`config.mk`:
```
export PLATFORM = sky130hd
export DESIGN_NAME = ex_hazard_ctrl
export DESIGN_NICKNAME = d
export VERILOG_FILES = /design/src/rtl/ex_hazard_ctrl.sv
export SDC_FILE = /design/constraint.sdc
export NUM_CORES = 1
export LEC_CHECK = 0
export ABC_CLOCK_PERIOD_IN_PS = 2300
export BUFFER_PORTS_ARGS = -buffer_cell sky130_fd_sc_hd__buf_4
export CAP_MARGIN = 20
export CORE_MARGIN = 5
export CORE_UTILIZATION = 35
export DETAILED_ROUTE_END_ITERATION = 6
export GPL_ROUTABILITY_DRIVEN = 1
export SLEW_MARGIN = 25
export SYNTH_ARGS = -nofsm -noshare
export SYNTH_HDL_FRONTEND = slang
export SYNTH_SLANG_ARGS = --single-unit
```
`constraint.sdc`:
```
create_clock -name clk -period 2.3 [get_ports clk]
set_input_delay 0.115 -clock clk [delete_from_list [all_inputs] [get_ports clk]]
set_output_delay 0.115 -clock clk [all_outputs]
set_load 0.01 [all_outputs]
```
`src/rtl/ex_hazard_ctrl.sv`:
```
// ex_hazard_ctrl
// Hazard and sequencing controller for the EX stage. A four-deep shadow of
// instruction register info (ex, ls, wb, rt) drives the EX operand-forwarding
// selects, detects load-use hazards (one bubble each) and sequences the
// multi-cycle divider (start pulse, then stall until done).
//
// Ports:
//   clk, rst_n              core clock, asynchronous active-low reset
//   id_valid_i              ID holds a valid instruction
//   id_rs1_i, id_rs2_i      ID source register indices
//   id_rd_i                 ID destination register index
//   id_wen_i, id_lden_i     ID writes rd / ID is a load
//   id_div_i                ID uses the divider
//   is_jump_i               EX resolved a taken branch or jump
//   div_done_i              divider result valid this cycle
//   rs1_sel_o, rs2_sel_o    forwarding selects for EX (0 RF, 1 EX/LS, 2 LS/WB, 3 WB)
//   stall_if_o, stall_id_o  hold the PC and IF/ID
//   bubble_ex_o             load a NOP into ID/EX
//   flush_id_o              kill IF/ID
//   stall_ex_o              hold ID/EX, NOP into EX/LS
//   div_start_o             one-cycle divider start pulse
//
// Optional build macro EX_HAZ_PERF_EN adds perf_lu_cnt_o, perf_div_cnt_o and
// div_hang_o (divider busy longer than DIV_MAX_CYC cycles).
module ex_hazard_ctrl #(
  parameter int DIV_MAX_CYC = 64
) (
  input  logic       clk,
  input  logic       rst_n,
  input  logic       id_valid_i,
  input  logic [4:0] id_rs1_i,
  input  logic [4:0] id_rs2_i,
  input  logic [4:0] id_rd_i,
  input  logic       id_wen_i,
  input  logic       id_lden_i,
  input  logic       id_div_i,
  input  logic       is_jump_i,
  input  logic       div_done_i,
  output logic [1:0] rs1_sel_o,
  output logic [1:0] rs2_sel_o,
  output logic       stall_if_o,
  output logic       stall_id_o,
  output logic       bubble_ex_o,
  output logic       flush_id_o,
  output logic       stall_ex_o,
  output logic       div_start_o
`ifdef EX_HAZ_PERF_EN
  ,
  output logic [31:0] perf_lu_cnt_o,
  output logic [31:0] perf_div_cnt_o,
  output logic        div_hang_o
`endif
);

  typedef struct packed {
    logic       valid;
    logic [4:0] rs1;
    logic [4:0] rs2;
    logic [4:0] rd;
    logic       wen;
    logic       lden;
    logic       div;
  } slot_t;

  typedef enum logic {IDLE, BUSY} div_state_t;

  slot_t      ex_slot, ls_slot, wb_slot, rt_slot;
  slot_t      id_slot;
  div_state_t state, state_next;
  logic       lu;
  logic       lu_kept;

  // A slot supplies a source operand when it really writes a non-zero rd
  function automatic logic produces(input slot_t s, input logic [4:0] src);
    return s.valid && s.wen && (s.rd != 5'd0) && (s.rd == src);
  endfunction

  // Youngest producer wins: ls before wb before rt
  function automatic logic [1:0] fwd_sel(input slot_t ex, input slot_t ls,
                                         input slot_t wb, input slot_t rt,
                                         input logic [4:0] src);
    logic [1:0] sel;
    sel = 2'd0;
    if (ex.valid) begin
      if (produces(ls, src))      sel = 2'd1;
      else if (produces(wb, src)) sel = 2'd2;
      else if (produces(rt, src)) sel = 2'd3;
    end
    return sel;
  endfunction

  assign id_slot = '{valid: 1'b1, rs1: id_rs1_i, rs2: id_rs2_i, rd: id_rd_i,
                     wen: id_wen_i, lden: id_lden_i, div: id_div_i};

  assign rs1_sel_o = fwd_sel(ex_slot, ls_slot, wb_slot, rt_slot, ex_slot.rs1);
  assign rs2_sel_o = fwd_sel(ex_slot, ls_slot, wb_slot, rt_slot, ex_slot.rs2);

  assign lu = id_valid_i && ex_slot.valid && ex_slot.lden && ex_slot.wen &&
              (ex_slot.rd != 5'd0) &&
              ((ex_slot.rd == id_rs1_i) || (ex_slot.rd == id_rs2_i));

  // A taken jump kills the ID consumer, so its load-use stall is dropped
  assign lu_kept = lu && !is_jump_i;

  // Divider sequencing: start pulse and stall on entry, stall until done
  always_comb begin
    state_next  = state;
    div_start_o = 1'b0;
    stall_ex_o  = 1'b0;
    case (state)
      IDLE: begin
        if (ex_slot.valid && ex_slot.div) begin
          div_start_o = 1'b1;
          stall_ex_o  = 1'b1;
          state_next  = BUSY;
        end
      end
      BUSY: begin
        if (div_done_i) begin
          state_next = IDLE;
        end else begin
          stall_ex_o = 1'b1;
        end
      end
      default: state_next = IDLE;
    endcase
  end

  // A divide stall masks jump flushes and load-use bubbles
  assign stall_if_o  = lu_kept || stall_ex_o;
  assign stall_id_o  = lu_kept || stall_ex_o;
  assign bubble_ex_o = !stall_ex_o && (lu || is_jump_i);
  assign flush_id_o  = !stall_ex_o && is_jump_i;

  always_ff @(posedge clk or negedge rst_n) begin
    if (!rst_n) begin
      state <= IDLE;
    end else begin
      state <= state_next;
    end
  end

  // Shadow pipeline: ex holds during a divide, ls receives a NOP meanwhile
  always_ff @(posedge clk or negedge rst_n) begin
    if (!rst_n) begin
      ex_slot <= '0;
      ls_slot <= '0;
      wb_slot <= '0;
      rt_slot <= '0;
    end else begin
      if (!stall_ex_o) begin
        if (bubble_ex_o || !id_valid_i) ex_slot <= '0;
        else                            ex_slot <= id_slot;
      end
      ls_slot <= stall_ex_o ? '0 : ex_slot;
      wb_slot <= ls_slot;
      rt_slot <= wb_slot;
    end
  end

  logic unused_rt;
  assign unused_rt = ^{rt_slot.rs1, rt_slot.rs2, rt_slot.lden, rt_slot.div};

`ifdef EX_HAZ_PERF_EN
  logic [31:0] busy_cnt;

  // Event counters wrap naturally; busy_cnt saturates so hang stays sticky
  always_ff @(posedge clk or negedge rst_n) begin
    if (!rst_n) begin
      perf_lu_cnt_o  <= '0;
      perf_div_cnt_o <= '0;
      busy_cnt       <= '0;
      div_hang_o     <= 1'b0;
    end else begin
      if (lu_kept)    perf_lu_cnt_o  <= perf_lu_cnt_o + 32'd1;
      if (stall_ex_o) perf_div_cnt_o <= perf_div_cnt_o + 32'd1;
      if (state == BUSY) begin
        if (busy_cnt != '1) busy_cnt <= busy_cnt + 32'd1;
        if (busy_cnt >= 32'(DIV_MAX_CYC)) div_hang_o <= 1'b1;
      end else begin
        busy_cnt   <= '0;
        div_hang_o <= 1'b0;
      end
    end
  end
`else
  logic [31:0] unused_div_max;
  assign unused_div_max = 32'(DIV_MAX_CYC);
`endif

endmodule

```
# Yosys cells after proc, flatten, opt, wreduce, memory -nomap -nowiden
# Cells that the tools add are included.
# totals
regBits	41
input_bits	23
out_inout_bits	10
elab_cells	72
# op_classes
n_eq_ne	8
mux	14
bitwise	1
reduce_logical	32
# ops
op	count
== test 5 bit	8
2-to-1 mux 19 bit	2
logical AND 1 bit	21
nonzero test 5 bit	4
2-to-1 mux 2 bit	8
logical OR 1 bit	4
logical NOT 1 bit	3
2-to-1 mux 1 bit	3
case mux 1 bit (2 select lines)	1
inverter 1 bit	1

# Logic depth before layout (Yosys ltp)
# Gate-level depths: netlist of run 1.
# logic_depth
ltp_word	9
ltp_mapped	7
depth_no_buf	5

# Worst setup path after synthesis of run 1
# OpenSTA, ideal clock, no wires.
# synth_timing
path_type	flip-flop to output port
from	register ex_slot[3] (netlist name)
to	output port stall_if_o
arrival_time_ps	1583
required_ps	2185
slack_ps	602
path_stages_with_launch	7
path_buffers	1
cell_sequence	dfrtp_1 > xnor2_1 > nand3_1 > o22ai_1 > nand2b_1 > o21ai_0 > buf_4
# synth_via
elab_chain_len	5
word_cells_on_any_way	8
classes_between	eq/ne: 2; reduce/logical: 6
# synth_rtl
item	line_no	rtl
start: declaration	67	slot_t ex_slot, ls_slot, wb_slot, rt_slot;
start signal: assignment	153	else ex_slot <= id_slot;
== test 5 bit or nonzero test 5 bit (tied branches)	100, 99	
logical OR 1 bit or logical AND 1 bit (tied branches)	100, 98	
logical AND 1 bit *	99	(ex_slot.rd != 5'd0) &&
logical AND 1 bit *	103	assign lu_kept = lu && !is_jump_i;
logical OR 1 bit *	-	
end: declaration	41	output logic stall_if_o,
# Mark *: on every way between the ends. The rest lies on a longest branch, timed or not.

# Worst setup path after layout of run 1
# layout_timing
from	register wb_slot[4] (netlist name)
to	output port rs2_sel_o[0]
# layout_via
elab_chain_len	6
word_cells_on_any_way	7
classes_between	eq/ne: 1; mux: 3; reduce/logical: 3
# layout_rtl
item	line_no	rtl
start: declaration	67	
start signal: assignment	156	wb_slot <= ls_slot;
nonzero test 5 bit	75	return s.valid && s.wen && (s.rd != 5'd0) && (s.rd == src);
logical AND 1 bit	75	
logical AND 1 bit *	75	
2-to-1 mux 2 bit *	86	else if (produces(wb, src)) sel = 2'd2;
2-to-1 mux 2 bit *	85	if (produces(ls, src)) sel = 2'd1;
2-to-1 mux 2 bit *	84	if (ex.valid) begin
end: declaration	40	output logic [1:0] rs2_sel_o,
# Marks and branches as above.

==> flow_metrics.py, run 1 <==
metrics = {
    "worst_setup_path": {
        "cp_max_fo": 4,
        "critPathKind": "register to output port",
        "crit_slowest_cell": "or4_1",
        "required_ns": 2.18,
        "crit_buf_inv": 1,
        "start_kind": "register",
        "arrival_ns": 2.02,
        "cp-end-kind": "output port",
        "crit_chain": "or4_1, o211ai_1, nor4_1, o31ai_1, and2_1, buf_4",
        "max_stage_delay_ns": 0.53,
        "crit_family": "simple AND/OR/NAND/NOR gates",
    },
    "floorplan": {
        "ios": 33,
        "num_rows": 27,
        "die_x_um": 84.3,
        "core-area_um2": 5440,
        "die_y_um": 84.3,
        "die-area_um2": 7110,
        "initial_core_util_pct": 35.6,
    },
    "sta": {
        "fin_setup_tns_ns": 0,
        "layout_setup_ws_ns": 0.170,
        "rsz0062_at_grt": "false",
        "finalClockSkew_ns": 0.00278,
        "setup_viol": 0,
        "fmax_mhz": 469,
        "maxSlewViolCount": 0,
        "maxSlewHeadroom_pct": 66.5,
        "fin_crit_sh_pct": 92.6,
        "final.min_clock_period_ns": 2.13,
        "worst_pin_slew_ns": 0.500,
        "whs_ns": 0.0414,
        "hold_viol": 0,
    },
    "synth": {
        "ys.flop_type": "dfrtp_1",
        "ys_seq_area_share_pct": 53.0,
        "yosys_warnings": 0,
        "synth-edff-count": 0,
        "synthTopCellsByArea": "dfrtp_1, xnor2_1, a22o_1",
        "synthArstFlopShare_pct": 100,
        "synth_nets": 180,
        "synth.largest_area_cell": "dfrtp_1",
        "syn-cell-area_um2": 1930,
        "ys_types": 34,
        "synth-seq-cells": 41,
        "netlist_instances": 157,
        "synth_commonest_cells": "dfrtp_1, xnor2_1, a22o_1",
        "synth_top_area_share_pct": 53.0,
        "yosysMostFrequentCell": "dfrtp_1",
        "postSynthAreaPerCell_um2": 12.3,
    },
    "placement": {
        "dp_worst_setup_slack_ns": 0.376,
        "place_congestion": 0.782,
        "port_buffers": 32,
        "placed_cells": 256,
        "hpwlAfterDp_um": 3080,
    },
    "clock_tree": {
        "tritoncts": "done",
        "clock_sinks": 41,
        "cts_root_buf": "clkbuf_8",
        "clk_path_buf_depth": 2,
        "cts-buffers-inserted": 5,
        "clkLatencyLatePin_ns": 0.28,
        "htree_num_levels": 2,
        "cts.clk_slew.worst_paths_ns": 0.07,
    },
    "status": {
        "outcome": "completed",
    },
    "layout": {
        "layout-drive-gt1-share_pct": 25.3,
        "final-instance-count-excl-fill": 270,
        "fill_cells": 526,
        "area_growth_pct": 23.3,
        "nets": 220,
        "diodes": 0,
    },
    "grt": {
        "grt_max_degree": 42,
        "grt_pass1_vias": 1358,
        "grt_overflow_total": 0,
        "grtUsageMet3_pct": 4.81,
        "grt_pass1_wl_um": 6870,
        "busiest_layer": "met2",
        "grt_util_met1_pct": 15.7,
        "use_met2_pct": 19.4,
        "antenna_found_initial": 0,
        "track_usage_pct": 12.3,
    },
    "power_and_ir_drop": {
        "ir_drop_v": 0.000343,
        "cellPowerDensity_nw_per_um2": 870,
        "leakage_nw": 1.13,
    },
    "routing": {
        "first_pass_iters": 4,
        "drtIter0Drc": 54,
        "drt_wl_total_um": 4020,
        "via_count": 1313,
        "drc": 0,
        "wire_per_inst_um": 14.9,
        "ant_nets": 0,
        "post_drt_via_cell_ratio": 4.86,
    },
    "min_path": {
        "hold_path_class": "input pin to register",
    },
    "flow_run": {
        "maxCapViolCount": 0,
    },
}
==> where the power goes <==
group	switching (mW)	internal, mW
Clock	0.225	0.354
Sequential	0.162	0.844
Combinational	0.218	0.271
==> stage by stage <==
step	power [mW]	util (%)	cell area, um2
after floorplan	1.34	-	1930
after global placement	1.48	40.7	2210
after detailed placement	1.48	40.7	2210
after CTS	2.07	43.0	2340
after global routing	2.20	43.8	2380
final	2.07	43.8	2380
==> registers in the layout, indices dropped and copies added, names as in the netlist <==
register  flops
ex_slot      19
ls_slot       7
rt_slot       7
state         1
wb_slot       7
==> kinds of logic (layout without fill, tap and decap cells) <==
group                     count (synthesis)  after routing  share of synthesized area (%)
DFF                                      41             41                           53.0
buffers and inverters                     8             49                           3.30
and+or+nand+nor                          36             36                           11.3
AOI/OAI and AO/OA                        32             32                           14.2
xor gates and xnor gates                 40             40                           18.1
==> metal layers <==
layer  part of all wire (%)  up-vias
li1                       -      641
met1                     46      623
met2                     46       43
met3                    7.8        6
met4                   0.95        0
met5                      0        -
==> area by class of cell <==
| cell class | count | area, um2 | area share (%) |
|---|---|---|---|
| clock inverters | 1 | 30.0 | 1.26 |
| clock buffers | 7 | 86.3 | 3.62 |
| repair buffers | 37 | 280 | 11.8 |
| well taps | 72 | 90.1 | 3.78 |
| repair inverters | 1 | 5.00 | 0.210 |
| inverters | 3 | 15.0 | 0.630 |
| multi-input cells | 108 | 852 | 35.7 |
| flip-flops and latches | 41 | 1030 | 43.0 |
==> final timing paths <==
check | startpoint | end | slack, ns | depth (start not counted)
setup / recovery | wb_slot[4] | rs2_sel_o[0] | 0.17 | 6
hold / removal | id_rd_i[4] | ex_slot[7] | 0.04 | 2
setup reg to reg | ex_slot[18] | ex_slot[13] | 0.38 | 4
hold reg to reg | ls_slot[18] | wb_slot[18] | 0.38 | 0
max in group asynchronous | rst_n | ex_slot[15] | 1.62 | 2
min in group asynchronous | rst_n | rt_slot[6] | 0.33 | 2
==> cells in the final DEF (no fill, tap or decap), types with 3 or more instances in the layout <==
cell type	netlist	final
dfrtp_1	41	41
buf_4	2	36
xnor2_1	25	25
a22o_1	18	18
xor2_1	15	15
nand3_1	7	7
and2_1	7	7
clkbuf_8	0	6
or4_1	3	3
nor3_1	3	3
nor4_1	3	3
==> repair_timing <==
action | 4_1_cts | 5_1_grt
hold endpoints to repair | 41 | 0
hold buffers | 1 | 0
setup endpoints to repair | 0 | 3
setup buffers | 0 | 4
gates resized for setup | 0 | 2
(Power assumes the default switching activity.)
==> inputs of run 2 (changes only) <==
- CELL_PAD_IN_SITES_DETAIL_PLACEMENT: not set -> 0
- CELL_PAD_IN_SITES_GLOBAL_PLACEMENT: not set -> 1
- PLACE_DENSITY_LB_ADDON: not set -> 0.1
==> run 2 against run 1 <==
Clock skew is 0.0071 ns higher. Combinational power rose by 11%. Sequential power is essentially flat. Maximum frequency shrank 2.5%. Critical path type unchanged. Critical endpoint unchanged.
==> flow_metrics.py, run 2 (synthesis results as in run 1) <==
metrics = {
    "status": {
        "outcome": "completed",
    },
    "floorplan": {
        "num_rows": 27,
        "die-area_um2": 7110,
        "ios": 33,
        "initial_core_util_pct": 35.6,
        "die_x_um": 84.3,
        "core-area_um2": 5440,
        "die_y_um": 84.3,
    },
    "layout": {
        "final_cell_mix": "dfrtp_1, buf_4, xnor2_1",
        "largest_register_ffs": 19,
        "nets": 224,
        "area_growth_pct": 26.7,
        "final-instance-count-excl-fill": 274,
        "fill_cells": 503,
        "layout_commonest_cell": "dfrtp_1",
        "finalInstanceArea_um2": 2450,
        "diodes": 0,
        "regMostFlops": "ex_slot",
        "layout-drive-gt1-share_pct": 29.2,
    },
    "clock_tree": {
        "cts-buffers-inserted": 5,
        "cts.clk_slew.worst_paths_ns": 0.08,
        "htree_num_levels": 2,
        "tritoncts": "done",
        "cts_root_buf": "clkbuf_8",
        "clkLatencyLatePin_ns": 0.29,
        "clk_path_buf_depth": 2,
        "clock_sinks": 41,
    },
    "sta": {
        "fin_crit_sh_pct": 95.0,
        "whs_ns": 0.0340,
        "setup_viol": 0,
        "hold_viol": 0,
        "final.min_clock_period_ns": 2.18,
        "rsz0062_at_grt": "true",
        "maxSlewViolCount": 0,
        "layout_setup_ws_ns": 0.116,
        "fmax_mhz": 458,
        "worst_pin_slew_ns": 0.525,
        "maxSlewHeadroom_pct": 64.9,
        "finalClockSkew_ns": 0.00985,
    },
    "worst_setup_path": {
        "required_ns": 2.18,
        "arrival_ns": 2.07,
        "cp-end-kind": "output port",
        "start_kind": "register",
        "critPathKind": "register to output port",
        "cp_max_fo": 2,
    },
    "placement": {
        "place_congestion": 0.810,
        "dp_worst_setup_slack_ns": 0.180,
        "placed_cells": 256,
        "port_buffers": 32,
        "hpwlAfterDp_um": 3400,
        "placed_area_um2": 2210,
    },
    "power_and_ir_drop": {
        "p_sw_mw": 0.648,
        "comb_power_share_pct": 25.4,
        "fin_total_pwr_mw": 2.14,
        "swShare_pct": 30.3,
        "cellPowerDensity_nw_per_um2": 873,
        "seq_power_share_pct": 46.9,
        "ir_drop_v": 0.000506,
        "leakage_nw": 1.16,
        "p_int_mw": 1.49,
        "clkPwrFrac_pct": 27.6,
    },
    "grt": {
        "grt_overflow_total": 0,
        "antenna_found_initial": 0,
        "grt_pass1_vias": 1468,
        "track_usage_pct": 13.5,
        "grt_pass1_wl_um": 7510,
        "grt_max_degree": 42,
    },
    "routing": {
        "drc": 0,
        "wl_met3_um": 203,
        "drtIter0Drc": 65,
        "wire_per_inst_um": 17.0,
        "via_count": 1340,
        "wl_met2_um": 2320,
        "wl_met1_um": 2060,
        "highest-signal-layer": "met4",
        "post_drt_via_cell_ratio": 4.89,
        "ant_nets": 0,
        "first_pass_iters": 4,
        "drt_wl_total_um": 4650,
    },
    "flow_run": {
        "maxCapViolCount": 0,
    },
    "min_path": {
        "hold_path_class": "input pin to register",
    },
}
[run 2: stage by stage]
step / setup TNS, ns / utilization (%)
after global routing: -0.0428 / 45.1
after CTS: -0.00882 / 43.8
after floorplan: 0 / -
after global placement: 0 / 40.7
after detailed placement: 0 / 40.7
final: 0 / 45.1
[run 2: layout make-up]
class                   count  area [um2]  area share, %
clock buffers               7        86.3           3.52
flip-flops and latches     41        1030           41.9
repair buffers             41         314           12.8
multi-input cells         108         882           36.0
well taps                  72        90.1           3.68
clock inverters             1        30.0           1.23
repair inverters            1        7.51          0.306
inverters                   3        15.0          0.613
[run 2: worst paths after layout]
kind                        startpoint      endpoint  slack [ns]  cells past startpoint
setup / recovery            wb_slot[6]  rs2_sel_o[0]        0.12                      7
hold / removal              id_rd_i[4]    ex_slot[7]        0.03                      2
setup reg to reg           ex_slot[18]    ex_slot[6]        0.32                      6
hold reg to reg             ls_slot[2]    wb_slot[2]        0.38                      0
max in group asynchronous        rst_n   ex_slot[17]        1.60                      2
min in group asynchronous        rst_n    ex_slot[0]        0.35                      2
[run 2: critical path: stages, from the launching register on]
cell and delay [ns]:
dfrtp_1 0.39, or4_4 0.53, o211ai_1 0.17, buf_4 0.16, nor4_4 0.05, o31ai_2 0.20
and2_4 0.18, buf_6 0.09
[run 2: power groups by stage]
stage / combinational, mW / sequential, mW / clock [mW]
6_report: 0.545 / 1.00 / 0.591
5_1_grt: 0.607 / 1.02 / 0.642
4_1_cts: 0.504 / 1.00 / 0.606
3_5_place_dp: 0.466 / 1.03 / 0
3_3_place_gp: 0.458 / 1.02 / 0
2_1_floorplan: 0.367 / 0.969 / 0
[run 2: repair_timing]
item | CTS | global route
endpoints found under the hold margin | 41 | 0
resized for setup | 3 | 7
gates cloned | 0 | 1
pin swaps | 3 | 4
setup endpoints to repair | 2 | 5
hold buffers | 1 | 0
buffers inserted | 4 | 4
[run 2: layer usage]
| layer | track usage, % | vias to the layer above |
|---|---|---|
| li1 | - | 651 |
| met1 | 17.0 | 652 |
| met2 | 22.7 | 30 |
| met3 | 4.02 | 7 |
| met4 | 3.88 | 0 |
| met5 | 0 | - |
==> inputs of run 3 (changes only) <==
- REMOVE_ABC_BUFFERS: not set -> 1
==> run 3 against run 2 <==
Die area unchanged. Highest routed layer unchanged. Critical endpoint unchanged. Clock skew down 0.0045 ns. Worst setup slack got worse by 0.020 ns. Hold slack improved by 0.0034 ns. Cell area shrank 4.9%. Critical path depth fell by 1. Clock power decreased by 26%. Power is 9.6% lower. Routed wire length decreased by 4.5%. Non-clock buffer count is 7 lower.
==> flow_metrics.py, run 3 (synthesis results as in run 1) <==
metrics = {
    "clock_tree": {
        "cts.clk_slew.worst_paths_ns": 0.07,
        "cts-buffers-inserted": 5,
        "clkLatencyLatePin_ns": 0.29,
        "tritoncts": "done",
        "clk_path_buf_depth": 2,
        "htree_num_levels": 2,
        "cts_root_buf": "clkbuf_8",
        "clock_sinks": 41,
    },
    "worst_setup_path": {
        "r2r_cells": 5,
        "crit_family": "simple AND/OR/NAND/NOR gates",
        "required_ns": 2.18,
        "arrival_ns": 2.09,
        "start_kind": "register",
        "reg2reg_setup_slack_ns": 0.31,
        "r2r_end": "ex_slot[2]",
        "rr_startpoint": "ex_slot[18]",
        "cp-end-kind": "output port",
        "crit_buf_inv": 1,
        "max_stage_delay_ns": 0.54,
        "crit_chain": "or4_1, o211ai_1, nor4_1, o31ai_1, and2_1, buf_4",
        "crit_slowest_cell": "or4_1",
        "critPathKind": "register to output port",
        "cp_max_fo": 4,
    },
    "floorplan": {
        "num_rows": 27,
        "core-area_um2": 5440,
        "die-area_um2": 7110,
        "initial_core_util_pct": 35.6,
        "die_y_um": 84.3,
        "die_x_um": 84.3,
        "ios": 33,
    },
    "power_and_ir_drop": {
        "p_int_mw": 1.31,
        "cellPowerDensity_nw_per_um2": 830,
        "swShare_pct": 32.1,
        "ir_drop_v": 0.000279,
        "p_sw_mw": 0.621,
        "seq_power_share_pct": 52.3,
        "clkPwrFrac_pct": 22.6,
        "leakage_nw": 1.10,
        "comb_power_share_pct": 25.1,
    },
    "sta": {
        "fin_crit_sh_pct": 95.9,
        "maxSlewViolCount": 0,
        "fmax_mhz": 454,
        "whs_ns": 0.0374,
        "hold_viol": 0,
        "rsz0062_at_grt": "false",
        "maxSlewHeadroom_pct": 64.5,
        "worst_pin_slew_ns": 0.530,
        "finalClockSkew_ns": 0.00536,
        "fin_setup_tns_ns": 0,
        "final.min_clock_period_ns": 2.20,
        "setup_viol": 0,
    },
    "layout": {
        "area_growth_pct": 20.5,
        "largest_register_ffs": 19,
        "layout_commonest_cell": "dfrtp_1",
        "final_cell_mix": "dfrtp_1, buf_4, xnor2_1",
        "regMostFlops": "ex_slot",
        "final-instance-count-excl-fill": 267,
        "diodes": 0,
        "layout-drive-gt1-share_pct": 24.1,
        "nets": 217,
    },
    "flow_run": {
        "maxCapViolCount": 0,
    },
    "grt": {
        "grt_max_degree": 42,
        "grt_overflow_total": 0,
        "grt_pass1_vias": 1402,
        "antenna_found_initial": 0,
        "track_usage_pct": 13.2,
        "grt_pass1_wl_um": 7290,
    },
    "routing": {
        "drc": 0,
        "drtIter0Drc": 35,
        "ant_nets": 0,
        "post_drt_via_cell_ratio": 4.95,
        "wire_per_inst_um": 16.6,
        "drt_wl_total_um": 4440,
        "via_count": 1322,
        "first_pass_iters": 4,
    },
    "placement": {
        "place_congestion": 0.842,
        "hpwlAfterDp_um": 3230,
        "placed_cells": 256,
        "port_buffers": 32,
    },
    "min_path": {
        "hold_path_class": "input pin to register",
        "min_to": "ex_slot[5]",
        "hold_depth": 2,
        "hp-start": "id_rd_i[2]",
    },
    "status": {
        "outcome": "completed",
    },
}
==> run 3: timing repair <==
item | 4_1_cts | 5_1_grt
endpoints found under the setup margin | 1 | 10
gates cloned | 1 | 0
setup buffers | 1 | 0
pin swaps | 0 | 0
hold endpoints to repair | 41 | 0
hold buffers | 1 | 0
gates resized for setup | 1 | 2
==> run 3: stage by stage <==
stage	area, um2	util (%)	setup WS, ns	power [mW]
6_report	2330	42.9	0.0954	1.93
5_1_grt	2330	42.9	0.0145	2.05
4_1_cts	2320	42.7	0.0121	1.96
3_5_place_dp	2210	40.7	0.303	1.50
3_3_place_gp	2210	40.7	0.367	1.49
2_1_floorplan	1880	-	0.627	1.30
==> run 3: area by class of cell <==
| type | instances | area (um2) |
|---|---|---|
| Tap cell | 72 | 90.1 |
| Sequential cell | 41 | 1030 |
| Timing Repair inverter | 1 | 7.51 |
| Multi-Input combinational cell | 108 | 852 |
| Clock buffer | 6 | 72.6 |
| Inverter | 3 | 15.0 |
| Timing Repair Buffer | 34 | 258 |
| Clock inverter | 2 | 10.0 |
| Fill cell | 524 | 3110 |
==> run 3: worst max-delay path by stage <==
stage,to,slack [ns],from,depth (start not counted)
after global routing,rs2_sel_o[0],0.01,wb_slot[4],6
after CTS,ex_slot[3],0.01,ex_slot[18],4
after global placement,bubble_ex_o,0.37,ex_slot[18],5
after floorplan,rs1_sel_o[0],0.63,wb_slot[4],5
after detailed placement,ex_slot[2],0.30,ex_slot[18],5
final,rs2_sel_o[0],0.1,wb_slot[4],6
==> run 3: power by group through the flow <==
stage	combinational [mW]	clock [mW]	sequential, mW
3_5_place_dp	0.469	0	1.03
4_1_cts	0.490	0.457	1.01
3_3_place_gp	0.462	0	1.02
2_1_floorplan	0.332	0	0.969
6_report	0.485	0.438	1.01
5_1_grt	0.537	0.484	1.03
==> run 3: layer usage <==
metal  share of wire [%]  vias up  GRT usage (%)
li1                    -      630              -
met1                  43      642           16.4
met2                  48       36           20.9
met3                 5.2       14           3.63
met4                 4.0        0           7.19
met5                   0        -              0
